<file path="src/rtl/tisc_wb_pkg.sv">
// Shared types and helpers for the WISHBONE slave decoder: bus widths, FSM states, index extraction.
package tisc_wb_pkg;

    localparam int WB_AW = 32;
    localparam int WB_DW = 32;
    localparam int WB_SW = 4;

    typedef enum logic [1:0] {
        IDLE   = 2'd0,
        ACTIVE = 2'd1,
        RESP   = 2'd2
    } state_e;

    // Gathers the address bits selected by mask; the lowest set mask bit becomes index bit 0.
    function automatic logic [WB_AW-1:0] wb_extract_idx(input logic [WB_AW-1:0] adr,
                                                        input logic [WB_AW-1:0] mask);
        logic [WB_AW-1:0] idx;
        int               n;
        idx = '0;
        n   = 0;
        for (int i = 0; i < WB_AW; i++) begin
            if (mask[i]) begin
                idx[n[4:0]] = adr[i];
                n++;
            end
        end
        return idx;
    endfunction

endpackage

</file>
<file path="src/rtl/tisc_wb_watchdog.sv">
// Counts ACTIVE cycles and pulses expire_o in the TIMEOUT-th enabled cycle; clear has priority.
// Combinational expire from registered count; TIMEOUT = 0 ties expire_o low.
module tisc_wb_watchdog #(
    parameter int TIMEOUT = 255
) (
    input  logic clk_i,
    input  logic rst_i,
    input  logic clr_i,
    input  logic en_i,
    output logic expire_o
);

    generate
        if (TIMEOUT == 0) begin : g_off
            logic wd_unused;
            assign wd_unused = ^{clk_i, rst_i, clr_i, en_i};
            assign expire_o  = 1'b0;
        end else begin : g_on
            localparam int CW = (TIMEOUT > 1) ? $clog2(TIMEOUT) : 1;

            logic [CW-1:0] cnt_q;
            logic [CW-1:0] cnt_d;

            always_comb begin
                cnt_d = cnt_q;
                if (clr_i) begin
                    cnt_d = '0;
                end else if (en_i) begin
                    cnt_d = cnt_q + 1'b1;
                end
            end

            always_ff @(posedge clk_i or posedge rst_i) begin
                if (rst_i) begin
                    cnt_q <= '0;
                end else begin
                    cnt_q <= cnt_d;
                end
            end

            // Count starts at 0 in the first ACTIVE cycle, so TIMEOUT-1 marks the last one.
            assign expire_o = en_i & ~clr_i & (cnt_q == CW'(TIMEOUT - 1));
        end
    endgenerate

endmodule

</file>
<file path="src/rtl/tisc_wb_decoder.sv">
// WISHBONE address decoder / response mux, one outstanding access; master ack 2 cycles after stb for a zero-wait slave.
// Master is held off until the slave responds, the watchdog expires, or cyc_i drops; decode/timeout errors are counted.
module tisc_wb_decoder
    import tisc_wb_pkg::*;
#(
    parameter int          NSLAVES  = 4,
    parameter logic [31:0] SEL_MASK = 32'h0004_0010,
    parameter int          TIMEOUT  = 255
) (
    input  logic                     clk_i,
    input  logic                     rst_i,
    input  logic                     cyc_i,
    input  logic                     stb_i,
    input  logic                     we_i,
    input  logic [WB_AW-1:0]         adr_i,
    input  logic [WB_DW-1:0]         dat_i,
    input  logic [WB_SW-1:0]         sel_i,
    output logic [WB_DW-1:0]         dat_o,
    output logic                     ack_o,
    output logic                     err_o,
    output logic                     rty_o,
    output logic                     s_cyc_o,
    output logic [NSLAVES-1:0]       s_stb_o,
    output logic                     s_we_o,
    output logic [WB_AW-1:0]         s_adr_o,
    output logic [WB_DW-1:0]         s_dat_o,
    output logic [WB_SW-1:0]         s_sel_o,
    input  logic [WB_DW*NSLAVES-1:0] s_dat_i,
    input  logic [NSLAVES-1:0]       s_ack_i,
    input  logic [NSLAVES-1:0]       s_err_i,
    input  logic [NSLAVES-1:0]       s_rty_i,
    output logic [7:0]               err_cnt_o,
    output logic [WB_AW-1:0]         err_adr_o
);

    localparam int IW = (NSLAVES > 1) ? $clog2(NSLAVES) : 1;

    state_e            state_q, state_d;
    logic [WB_AW-1:0]  adr_q, adr_d;
    logic [WB_DW-1:0]  wdat_q, wdat_d;
    logic [WB_SW-1:0]  sel_q, sel_d;
    logic              we_q, we_d;
    logic [IW-1:0]     idx_q, idx_d;
    logic [WB_DW-1:0]  rdat_q, rdat_d;
    logic              ack_q, ack_d;
    logic              err_q, err_d;
    logic              rty_q, rty_d;
    logic [7:0]        err_cnt_q, err_cnt_d;
    logic [WB_AW-1:0]  err_adr_q, err_adr_d;

    logic [WB_AW-1:0]  adr_idx;
    logic              idx_ok;
    logic [7:0]        err_cnt_inc;
    logic              sel_ack, sel_err, sel_rty;
    logic [WB_DW-1:0]  sel_dat;
    logic [NSLAVES-1:0] stb_onehot;
    logic              wd_expire;

    assign adr_idx     = wb_extract_idx(adr_i, SEL_MASK);
    assign idx_ok      = adr_idx < 32'(NSLAVES);
    assign err_cnt_inc = (err_cnt_q == 8'hFF) ? err_cnt_q : err_cnt_q + 8'd1;

    // Only the latched slave's response lines and data are ever looked at.
    always_comb begin
        sel_ack    = 1'b0;
        sel_err    = 1'b0;
        sel_rty    = 1'b0;
        sel_dat    = '0;
        stb_onehot = '0;
        for (int k = 0; k < NSLAVES; k++) begin
            if (idx_q == IW'(k)) begin
                sel_ack       = s_ack_i[k];
                sel_err       = s_err_i[k];
                sel_rty       = s_rty_i[k];
                sel_dat       = s_dat_i[WB_DW*k +: WB_DW];
                stb_onehot[k] = 1'b1;
            end
        end
    end

    tisc_wb_watchdog #(
        .TIMEOUT (TIMEOUT)
    ) u_watchdog (
        .clk_i    (clk_i),
        .rst_i    (rst_i),
        .clr_i    (state_q != ACTIVE),
        .en_i     (state_q == ACTIVE),
        .expire_o (wd_expire)
    );

    always_comb begin
        state_d   = state_q;
        adr_d     = adr_q;
        wdat_d    = wdat_q;
        sel_d     = sel_q;
        we_d      = we_q;
        idx_d     = idx_q;
        rdat_d    = rdat_q;
        ack_d     = 1'b0;
        err_d     = 1'b0;
        rty_d     = 1'b0;
        err_cnt_d = err_cnt_q;
        err_adr_d = err_adr_q;
        case (state_q)
            IDLE: begin
                if (cyc_i && stb_i) begin
                    adr_d  = adr_i;
                    wdat_d = dat_i;
                    sel_d  = sel_i;
                    we_d   = we_i;
                    idx_d  = adr_idx[IW-1:0];
                    if (idx_ok) begin
                        state_d = ACTIVE;
                    end else begin
                        state_d   = RESP;
                        err_d     = 1'b1;
                        rdat_d    = '0;
                        err_cnt_d = err_cnt_inc;
                        err_adr_d = adr_i;
                    end
                end
            end
            ACTIVE: begin
                // A slave response beats a simultaneous watchdog expiry.
                if (!cyc_i) begin
                    state_d = IDLE;
                end else if (sel_err || sel_ack || sel_rty) begin
                    state_d = RESP;
                    rdat_d  = sel_dat;
                    err_d   = sel_err;
                    ack_d   = ~sel_err & sel_ack;
                    rty_d   = ~sel_err & ~sel_ack & sel_rty;
                end else if (wd_expire) begin
                    state_d   = RESP;
                    err_d     = 1'b1;
                    rdat_d    = '0;
                    err_cnt_d = err_cnt_inc;
                    err_adr_d = adr_q;
                end
            end
            RESP:    state_d = IDLE;
            default: state_d = IDLE;
        endcase
    end

    always_ff @(posedge clk_i or posedge rst_i) begin
        if (rst_i) begin
            state_q   <= IDLE;
            adr_q     <= '0;
            wdat_q    <= '0;
            sel_q     <= '0;
            we_q      <= 1'b0;
            idx_q     <= '0;
            rdat_q    <= '0;
            ack_q     <= 1'b0;
            err_q     <= 1'b0;
            rty_q     <= 1'b0;
            err_cnt_q <= '0;
            err_adr_q <= '0;
        end else begin
            state_q   <= state_d;
            adr_q     <= adr_d;
            wdat_q    <= wdat_d;
            sel_q     <= sel_d;
            we_q      <= we_d;
            idx_q     <= idx_d;
            rdat_q    <= rdat_d;
            ack_q     <= ack_d;
            err_q     <= err_d;
            rty_q     <= rty_d;
            err_cnt_q <= err_cnt_d;
            err_adr_q <= err_adr_d;
        end
    end

    assign s_cyc_o   = (state_q == ACTIVE);
    assign s_stb_o   = s_cyc_o ? stb_onehot : '0;
    assign s_we_o    = we_q;
    assign s_adr_o   = adr_q;
    assign s_dat_o   = wdat_q;
    assign s_sel_o   = sel_q;
    assign dat_o     = rdat_q;
    assign ack_o     = ack_q;
    assign err_o     = err_q;
    assign rty_o     = rty_q;
    assign err_cnt_o = err_cnt_q;
    assign err_adr_o = err_adr_q;

endmodule
</file>
<file path="config.mk">
export PLATFORM = sky130hd
export DESIGN_NAME = tisc_wb_decoder
export DESIGN_NICKNAME = d
export VERILOG_FILES = /design/src/rtl/tisc_wb_pkg.sv /design/src/rtl/tisc_wb_watchdog.sv /design/src/rtl/tisc_wb_decoder.sv
export SDC_FILE = /design/constraint.sdc
export NUM_CORES = 1
export LEC_CHECK = 0
export ABC_AREA = 1
export BUFFER_PORTS_ARGS = -buffer_cell sky130_fd_sc_hd__buf_2
export CAP_MARGIN = 20
export CORE_ASPECT_RATIO = 0.75
export CORE_MARGIN = 4
export CORE_UTILIZATION = 35
export DETAILED_ROUTE_END_ITERATION = 7
export GPL_TIMING_DRIVEN = 0
export PLACE_DENSITY = 0.59
export SLEW_MARGIN = 20
export SYNTH_ARGS = -nofsm -noshare
export SYNTH_HDL_FRONTEND = slang
export SYNTH_SLANG_ARGS = --single-unit
</file>
<file path="constraint.sdc">
create_clock -name clk_i -period 10.45 [get_ports clk_i]
set_input_delay 2.09 -clock clk_i [delete_from_list [all_inputs] [get_ports clk_i]]
set_output_delay 2.09 -clock clk_i [all_outputs]
set_load 0.005 [all_outputs]
</file>
==> results of run 1 <==
area by class of cell:
class / instances / area [um^2] / area share
Timing Repair Buffer: 362 / 1830 / 0.178
Multi-Input combinational cell: 596 / 3060 / 0.296
Sequential cell: 154 / 3850 / 0.374
Tap cell: 288 / 360 / 0.0349
Inverter: 87 / 337 / 0.0326
Clock buffer: 17 / 425 / 0.0413
Clock inverter: 14 / 179 / 0.0174
Buffer: 49 / 265 / 0.0257
layer usage:
layer  wire length, um  global-route usage
met4               313              0.0490
met1             11600               0.293
met2             11800               0.338
met5                 0                   0
met3              2390              0.0719
tightest hold or removal path, stage by stage (launching register included):
cell and delay, ns:
dfrtp_1 0.34, nand2_1 0.05, nand2_1 0.06
flip-flops by register name, summed over array words and instances (netlist names):
name                   flops
ack_o                      1
dat_o                     32
err_adr_o                 32
err_cnt_o                  8
err_o                      1
rty_o                      1
s_adr_o                   32
s_dat_o                   32
s_sel_o                    4
s_we_o                     1
state_q                    2
u_watchdog.g_on.cnt_q      8
cell families (layout without fill, tap and decap cells):
family | Yosys count | in the layout | synth area share
adder cells (fa/ha/maj) | 3 | 3 | 0.00500
multiplexers | 37 | 37 | 0.0555
flip-flops | 154 | 154 | 0.514
AND/OR/NAND/NOR | 352 | 352 | 0.199
buffers and inverters | 136 | 529 | 0.0792
AO/OA/AOI/OAI | 201 | 201 | 0.145
XOR/XNOR | 3 | 3 | 0.00350
path summary, 6_finish.rpt:
kind | from | depth (start not counted) | end
max | s_adr_o[18] | 7 | s_stb_o[1]
min | dat_o[29] | 2 | dat_o[29]
max reg2reg | s_adr_o[18] | 9 | dat_o[12]
min reg2reg | dat_o[29] | 2 | dat_o[29]
max in group asynchronous | rst_i | 3 | s_adr_o[21]
min in group asynchronous | rst_i | 2 | s_dat_o[28]
stage by stage:
stage | area (um^2) | std cells | power (mW)
2_1_floorplan | 7500 | 886 | 0.995
3_3_place_gp | 9670 | 1535 | 1.22
3_5_place_dp | 9710 | 1536 | 1.22
4_1_cts | 10300 | 1567 | 1.87
5_1_grt | 10300 | 1567 | 1.97
6_report | 10300 | 1567 | 1.85
where the power goes:
group / switching, mW / internal [mW] / leakage (nW)
combinational: 0.282 / 0.203 / 3.31
sequential: 0.0469 / 0.680 / 1.99
clock: 0.276 / 0.362 / 0.287
total: 0.604 / 1.25 / 5.58
cells in the final DEF (no fill, tap or decap), types with 5 or more instances in the layout:
master,n
o21ai_1,42
buf_2,378
buf_6,7
nor3_1,9
buf_1,5
dfrtp_1,154
mux2_2,37
inv_2,5
a21oi_1,20
nand3_1,29
clkbuf_1,18
o21ai_0,106
a22oi_1,15
inv_1,79
o22ai_1,12
nor2_1,57
inv_8,5
nand4_1,5
clkbuf_16,17
nand2_1,233
==> impl_results.md, run 1 <==
- Status: finished clean
- Layout cells sized above 1: 0.371
- Final-layout worst hold slack: between 0.4 and 0.5 ns
- Share of the clock period used by the worst path: 0.403
- Cell area power density: about 180 nW/um^2
- Routed wire per std cell: roughly 17 um
- Count of antenna-violating nets left after detailed routing: 0
- Die H: between 100 and 150 um
- Peak Freq: between 200 and 250 MHz
- Static leakage power: 5.58 nW
- Path class of the lowest-slack min-delay path: reg -> reg
- Number of antenna violations at the first check in global routing: 0
- Number of buffers on the longest clock path: 2
- Number of distinct library cells after synthesis: 40
- Worst-path cell with the longest stage delay: dfrtp_1
- Proportion of netlist area held by the largest area contributor: 0.514
- Post-Route WL: ~26000 um
- Via count of the first global-routing pass: 7389
- Hold-fix buffer count after cts: 0
- Post-CTS setup buffers: 0
- Path type of the worst setup path: reg -> out
- Combined buffer and inverter count along the critical path: 5
- Nets in the synthesized netlist: ~1100
- Largest area contributor in the synthesized netlist: dfrtp_1
- Final count of hold timing violations: 0
- CTS Sinks: between 150 and 200
- WP data required: approximately 8.4 ns
- Fin Setup TNS: 0 ns
- Resize count post-CTS: 0
- Number of pins with negative max-slew slack in the final report: 0
- Final-layout fill cell count: around 2100
- Post-Synthesis Mean Instance Area: ~8.5 um^2
- Setup repair after global routing missed its margin: false
- Worst ir drop on vdd: between 0.09 and 0.1 mV
- Max_slew headroom: 0.518
- Setup crit end kind: output pin
- Initial cell density of the core: 0.355
- DR vias/cell: 4.76
- Clock tree from TritonCTS: done
- CP max stage delay: 0.39 ns
- Cell count after synthesis: 886
- Die footprint: around 24000 um^2
- Number of buffers created by CTS: 17
- Die width: ~180 um
- Routability cong.: 0.860
- Actual transition at the worst max-transition pin: ~0.72 ns
- CTS root buffer: clkbuf_16
- Async SR Flop Fraction: 1.00
- Post-synthesis sequential element count: approximately 150
- Clk slew on worst S/H paths: around 0.070 ns
- Max_cap viols: 0
- Relative area change from synthesis to final layout: 37.4%
- Most frequent cell after synthesis: nand2_1
- Most area-consuming cells after synthesis: dfrtp_1 51%, nand2_1 12%, o21ai_0 7.1%, mux2_2 5.6%, inv_1 4.0%
- I/O pin count: ~360
- Global routing usage summed across all routing layers: 0.216
- Utilization after layout: 0.488
- Type of element launching the critical path: register
- Worst slack, placed: 6.67 ns
- Area of the mapped netlist: about 7500 um^2
- Clock network latency to the later pin of the worst-skew pair: 0.42 ns
- Number of warning messages in the yosys log: 0
- Min Clock Period, post-route: 4.22 ns
- Count of standard-cell rows: between 40 and 50
- Cell class contributing the biggest share of worst-path delay: buffers and inverters
- DRT iter0 DRCs: 499
- Maximum number of pins on one net before global-route repair: around 100
- Quantity of I/O buffers inserted on ports: 361
- Final antenna diode count: 0
- Number of nets in the layout: between 1000 and 1500
- Reg2Reg Setup Slack: 8.43 ns
- Dominant synthesized flop cell: dfrtp_1
- CORE AREA: about 21000 um^2
- Most numerous cell types in the synthesized netlist: 233 x nand2_1, 154 x dfrtp_1, 106 x o21ai_0
- Endpoints failing setup: 0
- DRT Pass-1 Iters: 5
- First-pass GRT wire length: between 40000 and 50000 um
- Number of vias after detailed routing: between 7000 and 8000
- H-tree depth: 4
- Final Worst Setup Slack: roughly 6.2 ns
- Fraction of the yosys area taken by sequential cells: 0.514
- Worst clock skew: around 0.014 ns
- Post-route DRC: 0
- Number of enable-type register cells in the synthesized netlist: 0
- Maximum fanout count along the critical path: 10
- Final global-route overflow total: 0
- Half-perimeter wire length after detailed placement: 20400 um
- Worst Path Arrival: roughly 2.1 ns
- Critical path cell sequence: buf_4 -> buf_6 -> nor2_1 -> buf_2 -> inv_1 -> nor2_1 -> buf_2
Power figures use the tool's default switching activity.
==> run 2: changes to the inputs <==
- PLACE_DENSITY: 0.59 -> 0.62
- clock period: 10.45 -> 3.6 ns (I/O delays scaled with it)
==> run 2 against run 1 <==
Design area rose by 0.62%. Routed wire length barely moved. Final cell count rose by 0.38%. Hold slack got worse by 0.18 ns. Via count rose by 0.93%. Core utilization rose by 0.30 points. Clock skew rose by 0.0036 ns. Combinational power rose to 2.9 times the previous value. Count of clock-buffer cells in the layout rose by 2. Total power rose to 2.9 times the previous value. Non-clock buffer count rose by 4. Sequential power rose to 2.9 times the previous value.
==> impl_results.md, run 2 (synthesized netlist as in run 1, its figures left out) <==
- Status: finished clean (unchanged)
- Min Clock Period, post-route: between 2 and 3 ns
- Type of element launching the critical path: register (unchanged)
- Maximum number of pins on one net before global-route repair: 32 (was 102)
- Hold-fix buffer count after cts: 0 (unchanged)
- Number of pins with negative max-slew slack in the final report: 0 (unchanged)
- DR vias/cell: 4.78 (was 4.76)
- First-pass GRT wire length: 40100 um (was 40400 um)
- Static leakage power: 5.62 nW (was 5.58 nW)
- Most frequent standard cell in the layout excluding fill and tap cells: buf_2 (unchanged)
- Reg2Reg Setup Slack: 1.52 ns (was 8.43 ns)
- Path type of the worst setup path: reg -> out (unchanged)
- Area of all sequential standard cells: 3850 um^2 (unchanged)
- CTS root buffer: clkbuf_16 (unchanged)
- I/O pin count: 362 (unchanged)
- Count of antenna-violating nets left after detailed routing: 0 (unchanged)
- Utilization after layout: 0.491 (was 0.488)
- Met2 wirelength from detailed routing: 11900 um (was 11800 um)
- Layout cells sized above 1: 0.373 (was 0.371)
- Final global-route overflow total: 0 (unchanged)
- Number of nets in the layout: 1487 (was 1483)
- Setup crit end kind: output pin (unchanged)
- Endpoints failing setup: 0 (unchanged)
- Number of antenna violations at the first check in global routing: 3 (was 0)
- Worst reg2reg endpoint: err_adr_o[18] (was dat_o[12])
- Number of vias after detailed routing: 7525 (was 7456)
- Number of buffers on the longest clock path: 2 (unchanged)
- DRT iter0 DRCs: 554 (was 499)
- Post-Route WL: 26200 um (about the same)
- Max_slew headroom: 0.525 (was 0.518)
- Global routing usage summed across all routing layers: 0.213 (was 0.216)
- Clk slew on worst S/H paths: 0.07 ns (about the same)
- Die width: 177 um (unchanged)
- Die footprint: 23900 um^2 (unchanged)
- Relative area change from synthesis to final layout: 38.2% (was 37.4%)
- Post-route DRC: 0 (unchanged)
- Resize count post-CTS: 0 (unchanged)
- Max_cap viols: 0 (unchanged)
- Path class of the lowest-slack min-delay path: in -> async (was reg -> reg)
- CORE AREA: 21100 um^2 (unchanged)
- Total area of multi-input combinational cells: 3060 um^2 (unchanged)
- Initial cell density of the core: 0.355 (unchanged)
- WP data required: 2.88 ns (was 8.36 ns)
- Count of standard-cell rows: 46 (unchanged)
- Quantity of I/O buffers inserted on ports: 361 (unchanged)
- Routed wire per std cell: 16.6 um (was 16.7 um)
- Worst slack, placed: 1.17 ns (was 6.67 ns)
- Setup repair after global routing missed its margin: false (unchanged)
- Routability cong.: 0.903 (was 0.860)
- Routed met3 length: 2430 um (was 2390 um)
- Half-perimeter wire length after detailed placement: 20700 um (was 20400 um)
- Via count of the first global-routing pass: 7279 (was 7389)
- Worst ir drop on vdd: 0.262 mV (was 0.0907 mV)
- Number of buffers created by CTS: 17 (unchanged)
- H-tree depth: 4 (unchanged)
- Most used cells in the layout excluding fill and tap cells: 378 x buf_2, 233 x nand2_1, 154 x dfrtp_1 (unchanged)
- Met1 wire length: 11500 um (was 11600 um)
- Final Worst Setup Slack: 0.726 ns (was 6.23 ns)
- Maximum fanout count along the critical path: 10 (unchanged)
- Die H: 135 um (unchanged)
- Worst Path Arrival: 2.15 ns (was 2.13 ns)
- Post-CTS setup buffers: 0 (unchanged)
- Number of cells on the worst reg-to-reg path: 6 (was 9)
- DRT Pass-1 Iters: 5 (unchanged)
- Clock tree from TritonCTS: done (unchanged)
- Cell area power density: 517 nW/um^2 (was 179 nW/um^2)
- Share of the clock period used by the worst path: 0.798
- Actual transition at the worst max-transition pin: 0.712 ns (was 0.722 ns)
- RR Startpoint: state_q[1] (was s_adr_o[18])
- Final count of hold timing violations: 0 (unchanged)
- Clock network latency to the later pin of the worst-skew pair: 0.42 ns (about the same)
- CTS Sinks: 154 (unchanged)
- Worst clock skew: 0.0177 ns (was 0.0141 ns)
- Peak Freq: around 350 MHz
- Final-layout fill cell count: 2133 (was 2136)
- Top sig layer: met5 (was met4)
[run 2: cell types whose count changed in the layout (fill, tap and decap cells not counted), sizes merged]
cell      delta
buf          +4
clkinvlp     -2
clkbuf       +2
diode        +1
inv          -1
clkinv       +2
[run 2: per-stage QoR]
step	instances	hold slack, ns	total power, mW	setup TNS, ns	cell area (um^2)
floorplan	886	0.455	2.89	0	7510
global placement	1535	0.458	3.53	-27.06	9680
detailed placement	1540	0.461	3.56	0	9780
CTS	1572	0.296	5.43	0	10400
global route	1572	0.308	5.71	0	10400
finish	1573	0.301	5.37	0	10400
[run 2: layer usage]
metal | track usage | vias to the layer above
li1 | - | 3669
met1 | 0.285 | 3517
met2 | 0.334 | 306
met3 | 0.0781 | 29
met4 | 0.0455 | 4
met5 | 0 | -
[run 2: worst max-delay path, cell delays in order (launching register included)]
cell	delay (ns)
dfrtp_1	0.47
nor2_4	0.38
inv_2	0.20
buf_1	0.35
nor2_1	0.19
buf_2	0.14
[run 2: where the power goes]
group | switching (mW) | internal (mW) | leakage, nW | total [mW]
Clock | 0.781 | 1.06 | 0.297 | 1.84
Combinational | 0.812 | 0.595 | 3.34 | 1.41
Sequential | 0.140 | 1.98 | 1.99 | 2.12
Total | 1.73 | 3.63 | 5.62 | 5.37
[run 2: worst max path at each step]
stage | start | end | slack (ns) | cells past startpoint
2_1_floorplan | rst_i | ack_o | 0.94 | 1
3_3_place_gp | rst_i | s_dat_o[5] | -0.19 | 2
3_5_place_dp | state_q[1] | s_stb_o[3] | 1.17 | 5
4_1_cts | state_q[1] | s_stb_o[3] | 0.72 | 5
5_1_grt | s_adr_o[18] | s_stb_o[1] | 0.58 | 7
6_report | state_q[1] | s_stb_o[3] | 0.73 | 5
[run 2: layout make-up]
type,count,area share
Antenna cell,1,0.000241
Clock inverter,13,0.0148
Buffer,49,0.0256
Inverter,87,0.0321
Multi-Input combinational cell,596,0.295
Clock buffer,19,0.0427
Tap cell,288,0.0347
Sequential cell,154,0.371
Timing Repair Buffer,366,0.184
==> run 3: changes to the inputs <==
- clock period: 3.6 -> 2.45 ns (I/O delays scaled with it)
==> run 3 against run 2 <==
Setup slack lost 0.58 ns. Final cell count is the same. Design area grew 0.17%. Sequential power grew 47%. Clock skew shrank 0.0040 ns. Clock power grew 47%.
==> impl_results.md, run 3 (synthesized netlist as in run 1, its figures left out) <==
- Status: finished clean (unchanged)
- Final-layout fill cell count: 2128 (was 2133)
- Final global-route overflow total: 0 (unchanged)
- Number of cells in the design after placement: 1540 (unchanged)
- Count of standard-cell rows: 46 (unchanged)
- Number of buffers created by CTS: 17 (unchanged)
- WP data required: 1.96 ns (was 2.88 ns)
- Worst clock skew: 0.0137 ns (was 0.0177 ns)
- Maximum number of pins on one net before global-route repair: 32 (unchanged)
- Met2 wirelength from detailed routing: 12000 um (was 11900 um)
- Hold-fix buffer count after cts: 0 (unchanged)
- Die footprint: 23900 um^2 (unchanged)
- RR Startpoint: s_adr_o[4] (was state_q[1])
- Die width: 177 um (unchanged)
- Final cell count without fillers: 1573 (unchanged)
- Layout cells sized above 1: 0.375 (was 0.373)
- Number of pins with negative max-slew slack in the final report: 0 (unchanged)
- Actual transition at the worst max-transition pin: 0.715 ns (was 0.712 ns)
- Number of cells on the worst reg-to-reg path: 8 (was 6)
- Worst-path cell with the longest stage delay: dfrtp_1 (unchanged)
- Setup repair after global routing missed its margin: false (unchanged)
- Clk slew on worst S/H paths: 0.06 ns (was 0.07 ns)
- Top sig layer: met5 (unchanged)
- Maximum fanout count along the critical path: 10 (unchanged)
- Final Cell Area: 10400 um^2 (about the same)
- Share of the clock period used by the worst path: 0.941
- Total design power: 7.90 mW (was 5.37 mW)
- Static leakage power: 5.63 nW (was 5.62 nW)
- DRT iter0 DRCs: 480 (was 554)
- DR vias/cell: 4.77 (was 4.78)
- Critical path cell sequence: buf_4 -> buf_6 -> nor2_4 -> buf_4 -> inv_1 -> nor2_1 -> buf_2 (was nor2_4 -> inv_2 -> buf_1 -> nor2_1 -> buf_2)
- Path type of the worst setup path: reg -> out (unchanged)
- Initial cell density of the core: 0.355 (unchanged)
- Worst reg2reg endpoint: dat_o[20] (was err_adr_o[18])
- Max_slew headroom: 0.523 (was 0.525)
- I/O pin count: 362 (unchanged)
- Max_cap viols: 0 (unchanged)
- Peak Freq: around 430 MHz
- CP max stage delay: 0.40 ns (was 0.47 ns)
- Count of antenna-violating nets left after detailed routing: 0 (unchanged)
- Worst Path Arrival: 1.82 ns (was 2.15 ns)
- Half-perimeter wire length after detailed placement: 20700 um (unchanged)
- Routed met3 length: 2420 um (was 2430 um)
- First-pass GRT wire length: 40100 um (about the same)
- Met1 wire length: 11500 um (about the same)
- Worst ir drop on vdd: 0.385 mV (was 0.262 mV)
- Clock network latency to the later pin of the worst-skew pair: 0.41 ns (was 0.42 ns)
- Setup crit end kind: output pin (unchanged)
- Final count of hold timing violations: 0 (unchanged)
- Quantity of I/O buffers inserted on ports: 361 (unchanged)
- Most used cells in the layout excluding fill and tap cells: 377 x buf_2, 233 x nand2_1, 154 x dfrtp_1 (was 378 x buf_2, 233 x nand2_1, 154 x dfrtp_1)
- Critical Path Most Common Cell: buf_4
- CTS root buffer: clkbuf_16 (unchanged)
- Min Clock Period, post-route: 2.31 ns
- Via count of the first global-routing pass: 7297 (was 7279)
- Number of vias after detailed routing: 7506 (was 7525)
- Routability cong.: 0.903 (unchanged)
- Number of nets in the layout: 1487 (unchanged)
- Number of antenna violations at the first check in global routing: 3 (unchanged)
- Path class of the lowest-slack min-delay path: in -> async (unchanged)
- Final-layout worst hold slack: 0.0756 ns (was 0.301 ns)
- Endpoints failing setup: 0 (unchanged)
- H-tree depth: 4 (unchanged)
- Global routing usage summed across all routing layers: 0.213 (about the same)
- Routed wire per std cell: 16.7 um (was 16.6 um)
- Die H: 135 um (unchanged)
- Relative area change from synthesis to final layout: 38.5% (was 38.2%)
- Most frequent standard cell in the layout excluding fill and tap cells: buf_2 (unchanged)
- Placement-stage cell area: 9780 um^2 (unchanged)
- CTS Sinks: 154 (unchanged)
- Number of buffers on the longest clock path: 2 (unchanged)
- Worst setup path start: s_adr_o[18] (was state_q[1])
- Cell area power density: 760 nW/um^2 (was 517 nW/um^2)
- Clock tree from TritonCTS: done (unchanged)
- Post-Route WL: 26300 um (was 26200 um)
- Reg2Reg Setup Slack: 0.42 ns (was 1.52 ns)
- CORE AREA: 21100 um^2 (unchanged)
- Last element of the critical path: s_stb_o[1] (was s_stb_o[3])
- DRT Pass-1 Iters: 5 (unchanged)
- Post-route DRC: 0 (unchanged)
- Type of element launching the critical path: register (unchanged)
## run 3: cell count changes in the layout (fill, tap and decap cells not counted), sizes merged
cell	before	now
buf	397	398
clkbuf	37	36
## run 3: per-stage QoR
stage,TNS [ns],setup WS (ns),util
floorplan,0,0.0151,-
global placement,-168.74,-1.11,0.458
detailed placement,0,0.250,0.463
CTS,0,0.0407,0.492
global route,0,0.0306,0.492
finish,0,0.145,0.492
## run 3: power breakdown
part	switching [mW]	internal, mW
logic	1.20	0.881
registers	0.206	2.90
clock network	1.14	1.56
total	2.55	5.35
## run 3: cell type report
class	instances	area, um^2	area share
clock inverter	13	154	0.0148
inverter	87	333	0.0320
clock buffer	19	443	0.0426
antenna	1	2.50	0.000241
buffer	47	260	0.0250
tap	288	360	0.0347
timing repair buffer	368	1920	0.185
sequential	154	3850	0.371
multi-input combinational	596	3060	0.295
## run 3: how the worst min path moves through the flow
stage                                         from                  endpoint  slack [ns]  depth (start not counted)
after floorplan           u_watchdog.g_on.cnt_q[0]  u_watchdog.g_on.cnt_q[0]        0.45                          1
after global placement                   dat_o[14]                 dat_o[14]        0.46                          2
after detailed placement                  dat_o[7]                  dat_o[7]        0.46                          2
after CTS                                    rst_i                 dat_o[29]        0.07                          2
after global routing                         rst_i                  dat_o[4]        0.08                          2
final                                        rst_i                 dat_o[29]        0.08                          2
## run 3: per-layer routing
metal / GRT usage / vias up
met1: 0.285 / 3527
met4: 0.0451 / 4
met5: 0 / -
li1: - / 3666
met3: 0.0781 / 24
met2: 0.335 / 285
## run 3: timing repair
action / 4_1_cts / 5_1_grt
setup endpoints to repair: 4 / 2
pin swaps: 1 / 0
resized for setup: 2 / 1
setup buffers: 2 / 0
## run 3: worst max-delay path: cells and delay by family, from the launching register on
family                 cells  cell delay [ns]
buffers and inverters      5             0.73
AND/OR/NAND/NOR            2             0.28
flip-flops                 1             0.40
